## src/rtl/ifetch_if.sv

```systemverilog
// ifetch_if: instruction-memory fetch channel.
// The fetch stage (master) holds req with a stable addr until ack; the
// memory (slave) returns rdata together with ack, possibly in the same cycle.
interface ifetch_if;
    logic        req;
    logic [31:0] addr;
    logic        ack;
    logic [31:0] rdata;

    modport master (output req, output addr, input ack, input rdata);
    modport slave  (input req, input addr, output ack, output rdata);
endinterface

```

## src/rtl/ifetch.sv

```systemverilog
// ifetch: program counter, instruction fetch and IF/ID pipeline register.
// A one-entry hold buffer absorbs a decode stall that lands on a fetch
// response; MEM-stage redirects retarget the PC.
// Build option IFETCH_FLUSH_EN: a redirect also squashes IF/ID, the hold
// buffer and any in-flight response (the latter via the DROP state).
// Without it, everything already fetched is delivered and only the fetch
// stream is retargeted.
//
// state | meaning
// FETCH | request outstanding at faddr
// HOLD  | response parked in hbuf while decode stalls, no request
// DROP  | wrong-path request still outstanding, its data is discarded
module ifetch #(
    parameter logic [31:0] RESET_PC = 32'h0000_0000,
    parameter logic [31:0] NOP_INSN = 32'h0000_0000
) (
    input  logic            clk,
    input  logic            rst,
    input  logic            ID_stall,
    input  logic            MEM_pcsrc,
    input  logic [31:0]     MEM_target,
    ifetch_if.master        imem,
    output logic [31:0]     ID_ir,
    output logic [31:0]     ID_npc
);
    typedef enum logic [1:0] {FETCH, HOLD, DROP} state_t;

    state_t      state, state_nxt;
    logic [31:0] pc, pc_nxt;
    logic [31:0] faddr, faddr_nxt;
    logic [31:0] hbuf_ir, hbuf_ir_nxt;
    logic [31:0] hbuf_npc, hbuf_npc_nxt;
    logic [31:0] ir_nxt, npc_nxt;
    logic [31:0] faddr_inc, seq_addr, target;
    logic        got;

    assign imem.req  = (state != HOLD) && !rst;
    assign imem.addr = faddr;

    // No request is issued in HOLD, so a stray ack there is ignored.
    assign got       = imem.ack && (state != HOLD);
    assign faddr_inc = faddr + 32'd4;
    assign target    = MEM_target & 32'hFFFF_FFFC;

`ifdef IFETCH_FLUSH_EN
    assign seq_addr = faddr_inc;
`else
    // pend marks a redirect that arrived while a fetch was in flight: the
    // response is still delivered, then fetching resumes at the saved pc.
    logic pend, pend_nxt;
    assign seq_addr = pend ? pc : faddr_inc;
`endif

    // Next-state, fetch-address and IF/ID update; redirect overrides last.
    always_comb begin
        state_nxt    = state;
        pc_nxt       = pc;
        faddr_nxt    = faddr;
        hbuf_ir_nxt  = hbuf_ir;
        hbuf_npc_nxt = hbuf_npc;
        ir_nxt       = ID_ir;
        npc_nxt      = ID_npc;
`ifndef IFETCH_FLUSH_EN
        pend_nxt     = pend;
`endif
        case (state)
            FETCH: begin
                if (got) begin
                    faddr_nxt = seq_addr;
                    pc_nxt    = seq_addr;
`ifndef IFETCH_FLUSH_EN
                    pend_nxt  = 1'b0;
`endif
                    if (ID_stall) begin
                        hbuf_ir_nxt  = imem.rdata;
                        hbuf_npc_nxt = faddr_inc;
                        state_nxt    = HOLD;
                    end else begin
                        ir_nxt  = imem.rdata;
                        npc_nxt = faddr_inc;
                    end
                end else if (!ID_stall) begin
                    ir_nxt = NOP_INSN;
                end
            end
            HOLD: begin
                if (!ID_stall) begin
                    ir_nxt    = hbuf_ir;
                    npc_nxt   = hbuf_npc;
                    state_nxt = FETCH;
                end
            end
            DROP: begin
                if (got) begin
                    faddr_nxt = pc;
                    state_nxt = FETCH;
                end
                if (!ID_stall) begin
                    ir_nxt = NOP_INSN;
                end
            end
            default: state_nxt = FETCH;
        endcase

        if (MEM_pcsrc) begin
            pc_nxt = target;
`ifdef IFETCH_FLUSH_EN
            // Squash wins over a stall; ID_npc keeps its value under the bubble.
            ir_nxt  = NOP_INSN;
            npc_nxt = ID_npc;
            if (state == HOLD || got) begin
                faddr_nxt = target;
                state_nxt = FETCH;
            end else begin
                state_nxt = DROP;
            end
`else
            if (state == HOLD || got) begin
                faddr_nxt = target;
                pend_nxt  = 1'b0;
            end else begin
                pend_nxt  = 1'b1;
            end
`endif
        end
    end

    // State, PC, hold buffer and IF/ID registers.
    always_ff @(posedge clk or posedge rst) begin
        if (rst) begin
            state    <= FETCH;
            pc       <= RESET_PC;
            faddr    <= RESET_PC;
            hbuf_ir  <= NOP_INSN;
            hbuf_npc <= 32'h0;
            ID_ir    <= NOP_INSN;
            ID_npc   <= 32'h0;
`ifndef IFETCH_FLUSH_EN
            pend     <= 1'b0;
`endif
        end else begin
            state    <= state_nxt;
            pc       <= pc_nxt;
            faddr    <= faddr_nxt;
            hbuf_ir  <= hbuf_ir_nxt;
            hbuf_npc <= hbuf_npc_nxt;
            ID_ir    <= ir_nxt;
            ID_npc   <= npc_nxt;
`ifndef IFETCH_FLUSH_EN
            pend     <= pend_nxt;
`endif
        end
    end
endmodule

```

## src/flat_wrapper.sv

```systemverilog
// flat-port wrapper written by rule: the top's interface ports become plain ports
module ifetch_flat 
#(
    parameter logic [31:0] RESET_PC = 32'h0000_0000,
    parameter logic [31:0] NOP_INSN = 32'h0000_0000
)
  (clk, rst, ID_stall, MEM_pcsrc, MEM_target, ID_ir, ID_npc, imem_req, imem_addr, imem_ack, imem_rdata);
  ifetch_if imem_i ();
  input  logic clk;
  input  logic rst;
  input  logic ID_stall;
  input  logic MEM_pcsrc;
  input  logic [31:0] MEM_target;
  output logic [31:0] ID_ir;
  output logic [31:0] ID_npc;
  output wire logic [$bits(imem_i.req)-1:0] imem_req;
  output wire logic [$bits(imem_i.addr)-1:0] imem_addr;
  input wire logic [$bits(imem_i.ack)-1:0] imem_ack;
  input wire logic [$bits(imem_i.rdata)-1:0] imem_rdata;
  assign imem_req = imem_i.req;
  assign imem_addr = imem_i.addr;
  assign imem_i.ack = imem_ack;
  assign imem_i.rdata = imem_rdata;
  ifetch #(.RESET_PC(RESET_PC), .NOP_INSN(NOP_INSN)) u_core (.clk(clk), .rst(rst), .ID_stall(ID_stall), .MEM_pcsrc(MEM_pcsrc), .MEM_target(MEM_target), .imem(imem_i), .ID_ir(ID_ir), .ID_npc(ID_npc));
endmodule
```

## config.mk

```make
export PLATFORM = sky130hd
export DESIGN_NAME = ifetch_flat
export DESIGN_NICKNAME = d
export VERILOG_FILES = /design/src/rtl/ifetch_if.sv /design/src/rtl/ifetch.sv /design/src/flat_wrapper.sv
export SDC_FILE = /design/constraint.sdc
export NUM_CORES = 1
export LEC_CHECK = 0
export CAP_MARGIN = 20
export CORE_MARGIN = 4
export CORE_UTILIZATION = 45
export DETAILED_ROUTE_END_ITERATION = 8
export PLACE_DENSITY = 0.7
export SYNTH_ARGS = -nofsm -noshare
export SYNTH_HDL_FRONTEND = slang
export SYNTH_SLANG_ARGS = --single-unit
export TNS_END_PERCENT = 1
```

## constraint.sdc

```tcl
create_clock -name clk -period 14.5 [get_ports clk]
set_clock_uncertainty 0.1 [all_clocks]
set_input_delay 2.9 -clock clk [delete_from_list [all_inputs] [get_ports clk]]
set_output_delay 2.9 -clock clk [all_outputs]
set_load 0.03 [all_outputs]
```

* Word level (Yosys, flattened, before mapping) *
Index checks and enable logic that the tools add are counted.

operators by class
  muxes and demuxes = 27
  multipliers = 0
  shift operators = 0
  equality and inequality tests = 9
  add/subtract/negate cells = 1
  div/mod/pow operators = 0
  reduce and logical (&&, ||, !) cells = 14
  magnitude comparators = 0
  bitwise gates (word level) = 0

operators by type and width
  cell                                                    number
  two-way mux 32 bit                                      15
  one-hot mux 32 bit (2 select lines)                     2
  one-hot mux 32 bit (3 select lines)                     1
  adder 32 x 3 -> 32 bit (second input constant)          1
  two-way mux 2 bit                                       4
  AND reduction 4 bit                                     2
  inequality test 2 x 1 -> 1 bit (second input constant)  3
  inequality test 2 bit (second input constant)           3
  one-hot mux 2 bit (3 select lines)                      1
  AND reduction 3 bit                                     2
  nonzero test 2 bit                                      3
  two-way mux 1 bit                                       4
  inequality test 3 bit (second input constant)           1
  nonzero test 3 bit                                      1
  == test 2 x 1 -> 1 bit (second input constant)          1
  == test 2 bit (second input constant)                   1
  logical AND 1 bit                                       2
  zero test 2 bit                                         1
  AND reduction 2 bit                                     1
  zero test 1 bit                                         1
  logical OR 1 bit                                        1

word-level totals
  memories kept = 0
  latch bits = 0
  word-level logic and storage cells = 59
  bits in registers = 195
  bits in writable memories = 0
  output and inout port bits = 97
  bits of input ports = 69
  memory bits (read-only) = 0

* Logic depth before layout (Yosys ltp) *
  depth in word-level cells = 6
  gate-level depth with buffers = 8
  mapped depth without buffers = 6

* Worst setup path after synthesis *
Ideal clock, no wire load.

  kind = input-to-output
  start = in rst
  end = out imem_req
  slack = 8.198 ns
  arrival time = 3.302 ns
  data required time = 11.500 ns
  buffers on the path = 0
  stages on the path = 1
  cells stage by stage = nor2_1

on the way
  cells in the longest elaborated chain, start to end = 2

RTL lines
  item                line                text
  start: declaration  flat_wrapper.sv:10  input logic rst;
  zero test 1 bit     ifetch.sv:37        assign imem.req = (state != HOLD) && !rst;
  logical AND 1 bit   ifetch.sv:37
  end: declaration    flat_wrapper.sv:16  output wire logic [$bits(imem_i.req)-1:0] imem_req;

Every way passes these cells.

* Worst setup path after layout *
Same ends and word-level chain as after synthesis.

==> results.toml <==
[floorplan]
coreArea_mm2 = 0.02043
die_width_um = 153.0
ios = 166
fp-row-count = 52
start_util_pct = 46.29
dieArea_mm2 = 0.02340
die_h_um = 153.0

[sta]
rsz0062_at_grt = "false"
relSlewSlack_pct = 30.61
finalHoldViolations = 0
worst_pin_slew_ps = 1037
setup-tns-final_ps = 0
min_period_ps = 7205
finalHoldWorstSlack_ps = 381.9
setup_viol = 0
fmax_mhz = 138.8
finalMaxSlewViolations = 0
period_share_pct = 49.69

[place]
dp.cells = 1390
post-dp-hpwl_mm = 17.23
gp_congestion = 0.8509
io_buffers = 163
place_area_mm2 = 0.01120

[clocking]
cts_tree = "done"
cts_buffers = 17
cts_root_buf = "clkbuf_16"
clockBufferDepth = 2
h-tree-depth = 4
cts_setup_buffers = 0
cts_resized = 0
ctsHoldBuffers = 0
clock_sinks = 194
insertion_delay_ps = 430
clk_pin_slew_ps = 70

[finish]
num_antenna_cells = 0
fin_area_mm2 = 0.01181
multi_input_area_mm2 = 0.004228
postLayoutCoreUtil_pct = 57.78
nNetsFinal = 1210
n_fill_cell = 1824
syn_to_final_growth_pct = 24.83
seqCellArea_mm2 = 0.004856
drive_gt1_share_pct = 9.714
instances_no_fill = 1423

[global_routing]
grt_max_degree = 116
grt_use_total_pct = 22.64
grt_pass1_vias = 7689
grt_pass1_wl_mm = 43.11
grt_antenna_before_repair = 0
overflow = 0

[logic_synthesis]
ys_types = 52
synth_compound_area_share_pct = 17.29
synth-edff-count = 0
syn-instance-count = 1027
ys_seq_area_share_pct = 51.34
yosys.area_share.simple_pct = 19.21
synth_common_cells = "194 x dfrtp_1, 150 x nand2_1, 125 x o21ai_0, 86 x a21oi_1, 76 x nor2_1"
yosysMostFrequentCell = "dfrtp_1"
synthFlopType = "dfrtp_1"
netlist_top_cells_area = "dfrtp_1 51%, o21ai_0 6.6%, nand2_1 6.0%"
synth_area_mm2 = 0.009457
synth_fa_ha_area_share_pct = 0.1323
synthesis.nets = 1097
synth_xor_xnor_area_share_pct = 1.760
syn_avg_cell_area_um2 = 9.208
synth_top_family_by_area = "simple AND/OR/NAND/NOR gates"
ys_seq_elements = 194
muxShareOfSynthArea_pct = 6.086
synth-async-reset-ratio_pct = 100.0
ys_warn_count = 0
synth_top_cell_by_area = "dfrtp_1"
synth_top_area_share_pct = 51.34

[outcome]
outcome = "completed"

[setup_path]
cp-endpoint = "imem_req"
timing.rr.start = "u_core.imem.addr[2]"
reg2reg_depth = 6
critical_path_peak_fanout = 2
crit_start = "rst"
r2r_slack_ps = 11640
worst_r2r_endpoint = "u_core.pc[30]"
cp-end-kind = "output port"
worstSetupPathType = "input pin to output port"
cp.required_ps = 11500
cp.arrival_ps = 4210
cp-start-kind = "input pin"

[drt]
drtPass1Iterations = 6
route.detailed.drc = 0
routed_wl_mm = 26.39
drt-vias-per-instance = 5.752
dr_total_vias = 8185
avgRoutedWirePerCell_um = 18.55
ant_nets = 0
drt_iter0_drc = 805

[power_and_ir_drop]
peakVddDrop_v = 0.00008533
powerDensity_mw_per_mm2 = 137.1
p_leak_nw = 4.902

[worst_hold_path]
hp-start = "u_core.hbuf_npc[23]"
hold_path_class = "flip-flop to flip-flop"

[job]
drv_cap = 0
## sequential cells by signal, indices dropped and copies added (netlist names)
register and cells:
u_core.state 1, u_core.imem.addr 32, u_core.ID_npc 32, u_core.hbuf_ir 32
u_core.pc 32, u_core.ID_ir 32, u_core.pend 1, u_core.hbuf_npc 32
## critical path, stage by stage
cell	delay, ps
clkdlybuf4s50_1	510
nor2_1	130
clkdlybuf4s50_1	670
## area by class of cell
class	instances	share of cell area (%)
multi-input cells	738	35.81
inverters	9	0.3498
clock buffers	17	3.604
flip-flops and latches	194	41.13
repair buffers	180	14.99
well taps	270	2.862
clock inverters	15	1.251
## metrics by stage
step | setup WS, ps | power (W)
final | 7295 | 0.001619
after global routing | 7230 | 0.001699
after CTS | 7277 | 0.001624
after detailed placement | 7280 | 0.001167
after global placement | 7287 | 0.001157
after floorplan | 6216 | 0.0009792
## cells by family after synthesis
group                    count (synthesis)
AO/OA/AOI/OAI                          290
multiplexers                            52
AND/OR/NAND/NOR                        376
adder cells (fa/ha/maj)                  1
flip-flops                             194
XOR/XNOR                                19
buffers and inverters                   95
## report_power, final
part           switching [W]  internal (W)
clock network       0.000231      0.000229
logic               0.000263      0.000183
registers          0.0000782      0.000634
## worst min path at each step
stage,cells after the start,to,slack (ps)
6_report,2,u_core.hbuf_npc[23],380
5_1_grt,2,u_core.hbuf_npc[21],410
4_1_cts,2,u_core.hbuf_npc[15],380
2_1_floorplan,2,u_core.hbuf_npc[15],340
3_5_place_dp,2,u_core.hbuf_npc[15],370
3_3_place_gp,2,u_core.hbuf_npc[20],350
## metal layers
layer	wire [um]	track usage, %
met1	11930	33.83
met2	12030	33.76
met3	1905	4.411
met4	530	6.406
met5	0	0
## cell usage in the layout, fill, tap and decap left out, types with 6 or more instances in the layout
| master | n |
|---|---|
| nor4_1 | 11 |
| dfrtp_1 | 193 |
| o22ai_1 | 10 |
| o31a_1 | 6 |
| clkbuf_16 | 17 |
| inv_1 | 8 |
| o21ai_0 | 125 |
| o211ai_1 | 9 |
| clkdlybuf4s50_1 | 161 |
| a21oi_1 | 86 |
| xnor2_1 | 12 |
| nor2_1 | 76 |
| nand3_1 | 29 |
| nand2_1 | 149 |
| nor3_1 | 21 |
| and3_1 | 46 |
| o31ai_1 | 12 |
| buf_4 | 16 |
| mux2_2 | 44 |
| mux2i_1 | 8 |
| xor2_1 | 7 |
| nand4_1 | 10 |
| a31oi_1 | 20 |
Power figures use the tool's default switching activity.
